## config.mk

```make
export PLATFORM = sky130hd
export DESIGN_NAME = nn_layer_sequencer
export DESIGN_NICKNAME = d
export VERILOG_FILES = /design/src/rtl/nn_layer_sequencer.sv
export SDC_FILE = /design/constraint.sdc
export NUM_CORES = 1
export LEC_CHECK = 0
export CORE_UTILIZATION = 40
export DETAILED_ROUTE_END_ITERATION = 16
export HOLD_SLACK_MARGIN = 0.02
export PLACE_DENSITY = 0.73
export SLEW_MARGIN = 10
export SYNTH_ARGS = -nofsm -noshare
export SYNTH_HDL_FRONTEND = slang
export SYNTH_SLANG_ARGS = --single-unit
```

## constraint.sdc

```tcl
create_clock -name clk -period 2.9 [get_ports clk]
set_input_delay 0.435 -clock clk [delete_from_list [all_inputs] [get_ports clk]]
set_output_delay 0.435 -clock clk [all_outputs]
set_load 0.02 [all_outputs]
```

## src/rtl/nn_layer_sequencer.sv

```systemverilog
// ============================================================================
// Module   : nn_layer_sequencer
// Summary  : Control FSM for a 2-layer NN datapath: weight fill from a stream,
//            then layer-by-layer inference on one shared MAC unit.
// Revision : 1.0
// ============================================================================
`default_nettype none

module nn_layer_sequencer #(
    parameter int N_IN  = 4,
    parameter int N_HID = 3,
    parameter int N_OUT = 2,
    parameter int AW    = 8,
    parameter int IW    = 4
) (
    input  logic          clk,
    input  logic          rst,
    input  logic          fill,
    input  logic          req,
    output logic          ack,
    output logic          busy,
    output logic          wgt_we,
    output logic [AW-1:0] wgt_addr,
    output logic          mac_clr,
    output logic          mac_en,
    output logic [IW-1:0] in_idx,
    output logic          layer,
    output logic [IW-1:0] neu_idx,
    output logic          act_en,
    output logic          res_we
);

    localparam int c_nw = N_IN*N_HID + N_HID*N_OUT;

    typedef enum logic [2:0] {
        S_IDLE = 3'd0,
        S_FILL = 3'd1,
        S_CLR  = 3'd2,
        S_MAC  = 3'd3,
        S_ACT  = 3'd4,
        S_DONE = 3'd5
    } state_t;

    state_t        r_state, w_state;
    logic [AW-1:0] r_fptr, w_fptr;
    logic [AW-1:0] r_rptr, w_rptr;
    logic [AW-1:0] r_addr, w_addr;
    logic [IW-1:0] r_k, w_k;
    logic [IW-1:0] r_neu, w_neu;
    logic          r_layer, w_layer;
    logic          r_ack, w_ack;
    logic          r_busy, w_busy;
    logic          r_we, w_we;
    logic          r_clr, w_clr;
    logic          r_en, w_en;
    logic          r_act, w_act;
    logic          r_res, w_res;

    logic [IW-1:0] w_fanin_m1;
    logic [IW-1:0] w_last_neu;
    logic [AW-1:0] w_fptr_inc;

    assign w_fanin_m1 = r_layer ? IW'(N_HID - 1) : IW'(N_IN - 1);
    assign w_last_neu = r_layer ? IW'(N_OUT - 1) : IW'(N_HID - 1);
    assign w_fptr_inc = (r_fptr == AW'(c_nw - 1)) ? '0 : r_fptr + AW'(1);

    always_comb begin
        w_state = r_state;
        w_fptr  = r_fptr;
        w_rptr  = r_rptr;
        w_addr  = r_addr;
        w_k     = r_k;
        w_neu   = r_neu;
        w_layer = r_layer;
        w_ack   = 1'b0;
        w_we    = 1'b0;
        w_clr   = 1'b0;
        w_en    = 1'b0;
        w_act   = 1'b0;
        w_res   = 1'b0;
        case (r_state)
            S_IDLE: begin
                if (fill) begin
                    w_state = S_FILL;
                    w_we    = 1'b1;
                    w_addr  = '0;
                    w_fptr  = (c_nw == 1) ? '0 : AW'(1);
                end else if (req) begin
                    w_state = S_CLR;
                    w_clr   = 1'b1;
                    w_rptr  = '0;
                    w_k     = '0;
                    w_neu   = '0;
                    w_layer = 1'b0;
                end
            end
            S_FILL: begin
                if (fill) begin
                    w_we   = 1'b1;
                    w_addr = r_fptr;
                    w_fptr = w_fptr_inc;
                end else begin
                    w_state = S_IDLE;
                end
            end
            S_CLR: begin
                w_state = S_MAC;
                w_en    = 1'b1;
                w_k     = '0;
                w_addr  = r_rptr;
                w_rptr  = r_rptr + AW'(1);
            end
            S_MAC: begin
                if (r_k == w_fanin_m1) begin
                    w_state = S_ACT;
                    w_act   = 1'b1;
                    w_res   = 1'b1;
                end else begin
                    w_en   = 1'b1;
                    w_k    = r_k + IW'(1);
                    w_addr = r_rptr;
                    w_rptr = r_rptr + AW'(1);
                end
            end
            S_ACT: begin
                // The read pointer keeps running across neurons and layers,
                // matching the contiguous weight layout.
                if (r_neu != w_last_neu) begin
                    w_state = S_CLR;
                    w_clr   = 1'b1;
                    w_k     = '0;
                    w_neu   = r_neu + IW'(1);
                end else if (!r_layer) begin
                    w_state = S_CLR;
                    w_clr   = 1'b1;
                    w_k     = '0;
                    w_neu   = '0;
                    w_layer = 1'b1;
                end else begin
                    w_state = S_DONE;
                    w_ack   = 1'b1;
                end
            end
            S_DONE: begin
                if (req) begin
                    w_ack = 1'b1;
                end else begin
                    w_state = S_IDLE;
                    w_k     = '0;
                    w_neu   = '0;
                    w_layer = 1'b0;
                end
            end
            default: w_state = S_IDLE;
        endcase
        w_busy = (w_state != S_IDLE);
    end

    always_ff @(posedge clk) begin
        if (rst) begin
            r_state <= S_IDLE;
            r_fptr  <= '0;
            r_rptr  <= '0;
            r_addr  <= '0;
            r_k     <= '0;
            r_neu   <= '0;
            r_layer <= 1'b0;
            r_ack   <= 1'b0;
            r_busy  <= 1'b0;
            r_we    <= 1'b0;
            r_clr   <= 1'b0;
            r_en    <= 1'b0;
            r_act   <= 1'b0;
            r_res   <= 1'b0;
        end else begin
            r_state <= w_state;
            r_fptr  <= w_fptr;
            r_rptr  <= w_rptr;
            r_addr  <= w_addr;
            r_k     <= w_k;
            r_neu   <= w_neu;
            r_layer <= w_layer;
            r_ack   <= w_ack;
            r_busy  <= w_busy;
            r_we    <= w_we;
            r_clr   <= w_clr;
            r_en    <= w_en;
            r_act   <= w_act;
            r_res   <= w_res;
        end
    end

    assign ack      = r_ack;
    assign busy     = r_busy;
    assign wgt_we   = r_we;
    assign wgt_addr = r_addr;
    assign mac_clr  = r_clr;
    assign mac_en   = r_en;
    assign in_idx   = r_k;
    assign layer    = r_layer;
    assign neu_idx  = r_neu;
    assign act_en   = r_act;
    assign res_we   = r_res;

endmodule

`default_nettype wire
```

* Yosys cells after proc, flatten, opt, wreduce, memory -nomap -nowiden
Cells that the tools add are included.
W data, S select, Z words.
** Storage, ports and cells
- Word-level logic and storage cells :: 99
- Bits in registers :: 42
- Output and inout bits :: 24
- Bits in read-only memories :: 0
- Memories :: 0
- Bits in writable memories :: 0
- Latch bits :: 0
** Operators by class
- Mux-type cells :: 48
- Add/subtract/negate cells :: 4
- Shifts and indexed selects :: 0
- Eq/ne operators :: 16
- Reduce and logical (&&, ||, !) cells :: 16
- Bitwise operators :: 2
- Magnitude comparators :: 0
- Div/mod/pow operators :: 0
- Multipliers :: 0
** Operator list (number)
- $mux W8 :: 9
- $pmux W8 S4 :: 1
- $mux W4 :: 7
- $pmux W8 S3 :: 1
- $mux W3 :: 7
- $pmux W4 S5 :: 1
- $pmux W3 S6 :: 1
- $add A8 B1 Y8 const B :: 2
- $pmux W8 S2 :: 1
- $mux W1 :: 14
- $ne A2 B2 Y1 const B :: 7
- $pmux W4 S3 :: 1
- $reduce_and A5 Y1 :: 2
- $reduce_bool A3 Y1 :: 3
- $add A4 B1 Y4 const B :: 2
- $eq A8 B5 Y1 const B :: 1
- $reduce_and A4 Y1 :: 2
- $eq A3 B2 Y1 const B :: 2
- $eq A3 B3 Y1 const B :: 2
- $pmux W1 S2 :: 3
- $reduce_and A6 Y1 :: 1
- $reduce_or A2 Y1 :: 3
- $reduce_bool A5 Y1 :: 1
- $eq A4 B2 Y1 :: 1
- other kinds (10) :: 11

* Longest topological paths before layout
Gate-level depths: netlist of run 1.
- Depth after elaboration :: 5
- Depth in mapped cells :: 7
- Mapped depth without buffers :: 6

* Least setup slack after synthesis of run 1
OpenSTA, ideal clock, no wires.
- Kind :: register to register
- From :: register r_k[0] (netlist: in_idx[0])
- To :: register r_k[3] (netlist: in_idx[3])
- Cell stages (with the launch flop) :: 5
- Setup slack :: 1.184 ns
- Clock period less this slack :: 1.716 ns
- Path buffers :: 0
- Arrival time :: 1.595 ns
- Required time :: 2.778 ns
- Library setup time :: 0.122 ns
- Cell sequence :: dfxtp_1 > xor2_1 > and3_1 > or3_4 > o311a_1
** On the way
- Longest elaborated chain between the ends :: 3
** RTL lines
- start: declaration :: line 48 : logic [IW-1:0] r_k, w_k;
- start signal: assignment :: line 180 : r_k <= w_k;
- $add A4 B1 Y4 / $eq A4 B2 Y1 (equally long branches) :: line 120, 114
- $mux W4 / $ne A2 B2 Y1 (equally long branches)
- $pmux W4 S5 / $reduce_and A6 Y1 (equally long branches)
Parallel ways exist; a longest one is shown, timed or not. The select of a mux whose other input is x is not followed.
A chain may end at the register's enable or synchronous reset.

* Final worst setup path of run 1
- From :: register r_state[0]
- To :: register r_rptr[2]
** On the way
- Longest elaborated chain between the ends :: 3
** RTL lines
- start: declaration :: line 44 : state_t r_state, w_state;
- start signal: assignment :: line 176 : r_state <= w_state;
- $eq A3 B2 Y1 / $logic_not A3 Y1 (equally long branches) :: line 81 : case (r_state)
- $ne A2 B2 Y1 (no line) / $reduce_bool A3 Y1 (equally long branches)
- $reduce_and A4 Y1 (no line)
- end signal: assignment :: line 178 : r_rptr <= w_rptr;
- end: declaration :: line 46 : logic [AW-1:0] r_rptr, w_rptr;
Parallel ways exist; a longest one is shown, timed or not.

==> out/results.txt, run 1 <==
#FFs+latches synth -> 42
power share of the clock group -> 40.3%
Final period util -> 71.82%
Mapped Cells -> 271
number of global-route vias before repair -> 1670
most frequent cells in the layout -> dfxtp_1 (42), nand2_1 (31), a21oi_1 (27), clkdlybuf4s50_1 (27), nand3_1 (21)
met2 wire len -> 2.252 mm
gpl congestion -> 0.7911
routed length on met3 -> 137 um
Die Span X -> 77.52 um
H-tree depth -> 2
top layer in use -> met4
Final Hold Fails -> 0
worst endpoint required time -> 3.08 ns
Worst path max stage delay -> 0.56 ns
max cap viols -> 0
fraction of layout cells with a size suffix above 1 -> 8.362%
status -> finished clean
CTS resizes -> 0
IO Pins -> 28
maximum clock insertion buffer count -> 2
setup bufs post-CTS -> 0
# nets final -> 296
All-Layer GR Usage -> 16.98%
Post-Synth Simple-Gate Area -> 26.99%
Clock Latency Late Sink -> 0.30 ns
drt drc -> 0
port bufs -> 27
Yosys cell types -> 55
CTS sink count -> 42
crit start category -> flop
remaining antenna violation count -> 0
CP max stage cell -> a211o_1
Worst EP arrival -> 2.26 ns
Worst VDD drop -> 308.3 uV
Post-synth EDFFs -> 0
routed vias/inst -> 5.607
post-synthesis adder-cell area fraction -> 2.743%
Hold Buf Count CTS -> 0
dpl hpwl -> 3.454 mm
Synth Area in XOR/XNOR -> 0.3840%
compound-cell area share of the yosys netlist -> 23.15%
switching power -> 0.2842 mW
largest net degree at the start of global routing -> 21
Mean Syn Cell Area -> 8.417 sq um
antenna violations before repair -> 0
sequential fraction of design power -> 50.4%
TritonCTS clock tree -> yes
largest family of logic cells by synthesized area -> simple AND/OR/NAND/NOR gates
CP Capture Type -> flop
Clk pin slew, worst setup/hold paths -> 0.08 ns
Die ar. -> 6009 sq um
Vias -> 2013
first-pass GRT wire length -> 8.142 mm
Syn-to-layout area delta -> 16.62%
Post-synth ARST share -> 0%
Slew @ Worst Pin -> 0.7956 ns
Syn Std Cell Area -> 2281 sq um
# rows -> 27
CP Max Fanout -> 18
Die H -> 77.52 um
Top FF cell, synth -> dfxtp_1
worst path bufs/invs -> 0
clock root cell -> clkbuf_8
Synth Net Count -> 280
Final Max Slew Viols -> 0
# setup viols final -> 0
commonest non-fill, non-tap cell in the layout -> dfxtp_1
post-synthesis mux area share -> 3.291%
Metal-1 WL -> 2.520 mm
Top Family by Delay on Critical Path -> compound AO/OA/AOI/OAI gates
Logic pwr share -> 9.3%
leak pwr -> 0.8868 nW
Final Cell Area -> 2660 sq um
RSZ-0062 raised after global routing -> false
RR Startpoint -> r_state[0]
skew final -> 0.009775 ns
Pint -> 0.9003 mW
Syn. warnings -> 0
Crit. Startpoint -> r_state[0]
WL per Instance -> 13.80 um
setup tns final -> 0 ns
Power Dens Cells -> 445.3 nW/um^2
Num CTS Buffers -> 5
Worst Path Class, Setup -> flop to flop
first-iteration detailed-routing DRC count -> 153
HP Start -> wgt_addr[1]
drt pass-1 iters -> 5
CP cell instances -> nor4bb_4 -> a211o_1 -> a21boi_0 -> mux2i_1
worst relative slew slack -> 46.79%
Period minus WS final -> 2.083 ns
core area -> 5507 sq um
grt ovf -> 0
n_diodes -> 0
Cell Area, Placed -> 2547 sq um
fmax -> 0.4801 GHz
Starting Density -> 41.42%
Sw Ratio -> 23.99%
register area share after synthesis -> 36.86%
Hold Crit Class -> flop to flop
final wirelength -> 4.954 mm
[worst min-delay path, cell delays in order, from the launching register on]
cell and delay, ns:
dfxtp_1 0.31, nand3_1 0.06, a21oi_1 0.05
[through the flow]
stage | utilization (%) | hold slack, ns | power [mW] | worst slack (ns) | std cells
CTS | 48.31 | 0.4661 | 1.198 | 0.8242 | 359
finish | 48.31 | 0.4617 | 1.185 | 0.8172 | 359
floorplan | - | 0.4429 | 0.6959 | 1.184 | 271
global route | 48.31 | 0.4846 | 1.231 | 0.6875 | 359
global placement | 46.26 | 0.4509 | 0.7182 | 0.6566 | 352
detailed placement | 46.26 | 0.4548 | 0.7203 | 0.5992 | 352
[cells by family after synthesis]
group / count (synthesis)
buffers and inverters: 29
adders and majority gates: 5
muxes: 7
AOI/OAI and AO/OA: 79
xor gates and xnor gates: 1
DFF: 42
and+or+nand+nor: 108
[cells in the mapped netlist (4+ instances only)]
| library cell | number | area (sq um) |
|---|---|---|
| nand3_1 | 21 | 105.1 |
| mux2i_1 | 6 | 60.06 |
| o21ai_0 | 15 | 75.07 |
| nor2b_1 | 4 | 25.02 |
| buf_6 | 4 | 45.04 |
| nor2_1 | 14 | 52.55 |
| clkbuf_1 | 12 | 45.04 |
| o211ai_1 | 9 | 67.56 |
| nand2b_1 | 10 | 62.56 |
| a21oi_1 | 27 | 135.1 |
| dfxtp_1 | 42 | 840.8 |
| nand2_1 | 31 | 116.4 |
| and3_1 | 6 | 37.54 |
| ha_1 | 5 | 62.56 |
| a311oi_1 | 7 | 61.31 |
| inv_1 | 7 | 26.28 |
[final cells by class]
type / instances / area [sq um]
fill: 521 / 2846
inverter: 7 / 26.28
clock buffer: 6 / 82.58
timing repair buffer: 31 / 300.3
sequential: 42 / 840.8
multi-input combinational: 200 / 1290
clock inverter: 1 / 30.03
tap: 72 / 90.09
[power groups by stage]
stage / sequential [mW] / clock, mW / combinational (mW)
global placement: 0.611 / 0 / 0.107
detailed placement: 0.611 / 0 / 0.110
CTS: 0.597 / 0.491 / 0.110
floorplan: 0.609 / 0 / 0.0869
finish: 0.597 / 0.477 / 0.110
global route: 0.599 / 0.511 / 0.121
[per-layer routing]
metal	vias up	track usage, %
met3	4	3.882
met1	947	23.21
met2	43	26.19
met5	-	0
met4	0	5.660
li1	1019	-
[state kept, by name, indices dropped and copies added, names as in the netlist]
register / flops
r_fptr: 8
r_rptr: 8
wgt_addr: 8
in_idx: 4
neu_idx: 4
r_state: 3
ack: 1
busy: 1
layer: 1
mac_clr: 1
mac_en: 1
res_we: 1
wgt_we: 1
[worst paths after layout]
check,endpoint,slack [ns],cells past startpoint
min reg2reg,wgt_addr[1],0.46,2
min,wgt_addr[1],0.46,2
max,r_rptr[2],0.82,4
max reg2reg,r_rptr[2],0.82,4
(Power assumes the default switching activity.)
==> run 2: changes to the inputs <==
--- a/config.mk
+++ b/config.mk
@@ -8,7 +8,7 @@
 export CORE_UTILIZATION = 40
 export DETAILED_ROUTE_END_ITERATION = 16
 export HOLD_SLACK_MARGIN = 0.02
-export PLACE_DENSITY = 0.73
+export PLACE_DENSITY = 0.75
 export SLEW_MARGIN = 10
 export SYNTH_ARGS = -nofsm -noshare
 export SYNTH_HDL_FRONTEND = slang
==> constraint.sdc (replaced) <==
create_clock -name clk -period 1.85 [get_ports clk]
set_input_delay 0.2775 -clock clk [delete_from_list [all_inputs] [get_ports clk]]
set_output_delay 0.2775 -clock clk [all_outputs]
set_load 0.02 [all_outputs]
==> out/results.txt, run 2 (synthesis gave the netlist of run 1 again) <==
status -> finished clean
antenna violations before repair -> 0
CTS resizes -> 0
worst reg-to-reg setup slack -> 0.09 ns
Final Max Slew Viols -> 0
port bufs -> 27
Period minus WS final -> 1.759 ns
Starting Density -> 41.42%
Final Cell Area -> 2887 sq um
Worst R2R End -> busy
Die ar. -> 6009 sq um
gpl congestion -> 0.8527
Power Dens Cells -> 709.6 nW/um^2
CTS sink count -> 42
# rows -> 27
Final WS setup -> 0.09053 ns
Clk pin slew, worst setup/hold paths -> 0.09 ns
CP max stage cell -> dfxtp_1
Final Core Density -> 52.42%
RR Startpoint -> layer
Final Hold Fails -> 0
fraction of layout cells with a size suffix above 1 -> 15.48%
setup bufs post-CTS -> 0
Syn-to-layout area delta -> 26.55%
Slew @ Worst Pin -> 0.5295 ns
drt pass-1 iters -> 4
Worst VDD drop -> 281.0 uV
Die Span X -> 77.52 um
TritonCTS clock tree -> yes
hold slack final -> 0.4632 ns
Hold Crit Class -> flop to flop
placed insts -> 374
Worst path max stage delay -> 0.45 ns
clock root cell -> clkbuf_8
largest net degree at the start of global routing -> 22
CP Max Fanout -> 6
Final Total Pwr -> 2.048 mW
dpl hpwl -> 3.787 mm
first-pass GRT wire length -> 8.631 mm
first-iteration detailed-routing DRC count -> 164
Vias -> 2105
Worst Path Class, Setup -> flop to flop
Cell Area, Placed -> 2738 sq um
Hold Buf Count CTS -> 0
All-Layer GR Usage -> 17.58%
# setup viols final -> 0
H-tree depth -> 2
Final period util -> 95.11%
RSZ-0062 raised after global routing -> false
routed vias/inst -> 5.510
IO Pins -> 28
CP cell instances -> nor4b_1 -> buf_4 -> a21oi_1 -> a211oi_1 -> a31oi_1
Die H -> 77.52 um
drt drc -> 0
crit start category -> flop
final cell count without fillers -> 382
R2R cell count -> 5
# nets final -> 318
setup tns final -> 0 ns
grt ovf -> 0
final wirelength -> 5.137 mm
skew final -> 0.01074 ns
number of global-route vias before repair -> 1864
remaining antenna violation count -> 0
commonest non-fill, non-tap cell in the layout -> dfxtp_1
CP Capture Type -> flop
leak pwr -> 1.023 nW
worst relative slew slack -> 64.59%
n_diodes -> 0
worst hold path depth -> 2
WL per Instance -> 13.45 um
core area -> 5507 sq um
Clock Latency Late Sink -> 0.30 ns
Critical Path End -> busy
pre-CTS WS -> -0.07583 ns
most frequent cells in the layout -> dfxtp_1 (42), nand2_1 (31), a21oi_1 (27), clkdlybuf4s50_1 (27), buf_4 (24)
worst endpoint required time -> 2.01 ns
Worst EP arrival -> 1.92 ns
Crit. Startpoint -> layer
fmax -> 0.5684 GHz
maximum clock insertion buffer count -> 2
max cap viols -> 0
Num CTS Buffers -> 5
## run 2: changes by cell type in the layout (fill, tap and decap cells not counted)
cell / before / now
buf_4: 4 / 24
buf_12: 0 / 2
bufinv_16: 1 / 2
nor4b_1: 2 / 1
nor4b_2: 0 / 1
## run 2: area by class of cell
cell class                 count  area [sq um]
multi-input combinational    200          1296
timing repair buffer          53         490.5
sequential                    42         840.8
fill                         499          2620
inverter                       7         26.28
clock buffer                   6         82.58
tap                           72         90.09
clock inverter                 2         60.06
## run 2: power by group
group	switching, mW	internal, mW
logic	0.126	0.0969
clock network	0.320	0.576
registers	0.0125	0.917
total	0.459	1.59
## run 2: worst min path at each step
stage	start	endpoint	slack [ns]
floorplan	r_rptr[7]	r_rptr[7]	0.44
detailed placement	wgt_addr[7]	wgt_addr[7]	0.46
CTS	wgt_addr[7]	wgt_addr[7]	0.47
finish	wgt_addr[7]	wgt_addr[7]	0.46
global placement	wgt_addr[7]	wgt_addr[7]	0.45
global route	wgt_addr[7]	wgt_addr[7]	0.49
## run 2: critical path, delay by kind of cell, from the launching register on
family          cells  cell delay, ns
buf+inv             1            0.19
compound gates      3            0.64
flops               1            0.45
simple gates        1            0.35
## run 2: per-layer routing
metal / global-route usage (%) / share of wire (%)
met5: 0 / 0
met4: 5.849 / 1.6
met3: 2.471 / 3.6
met2: 29.91 / 47
met1: 22.71 / 48
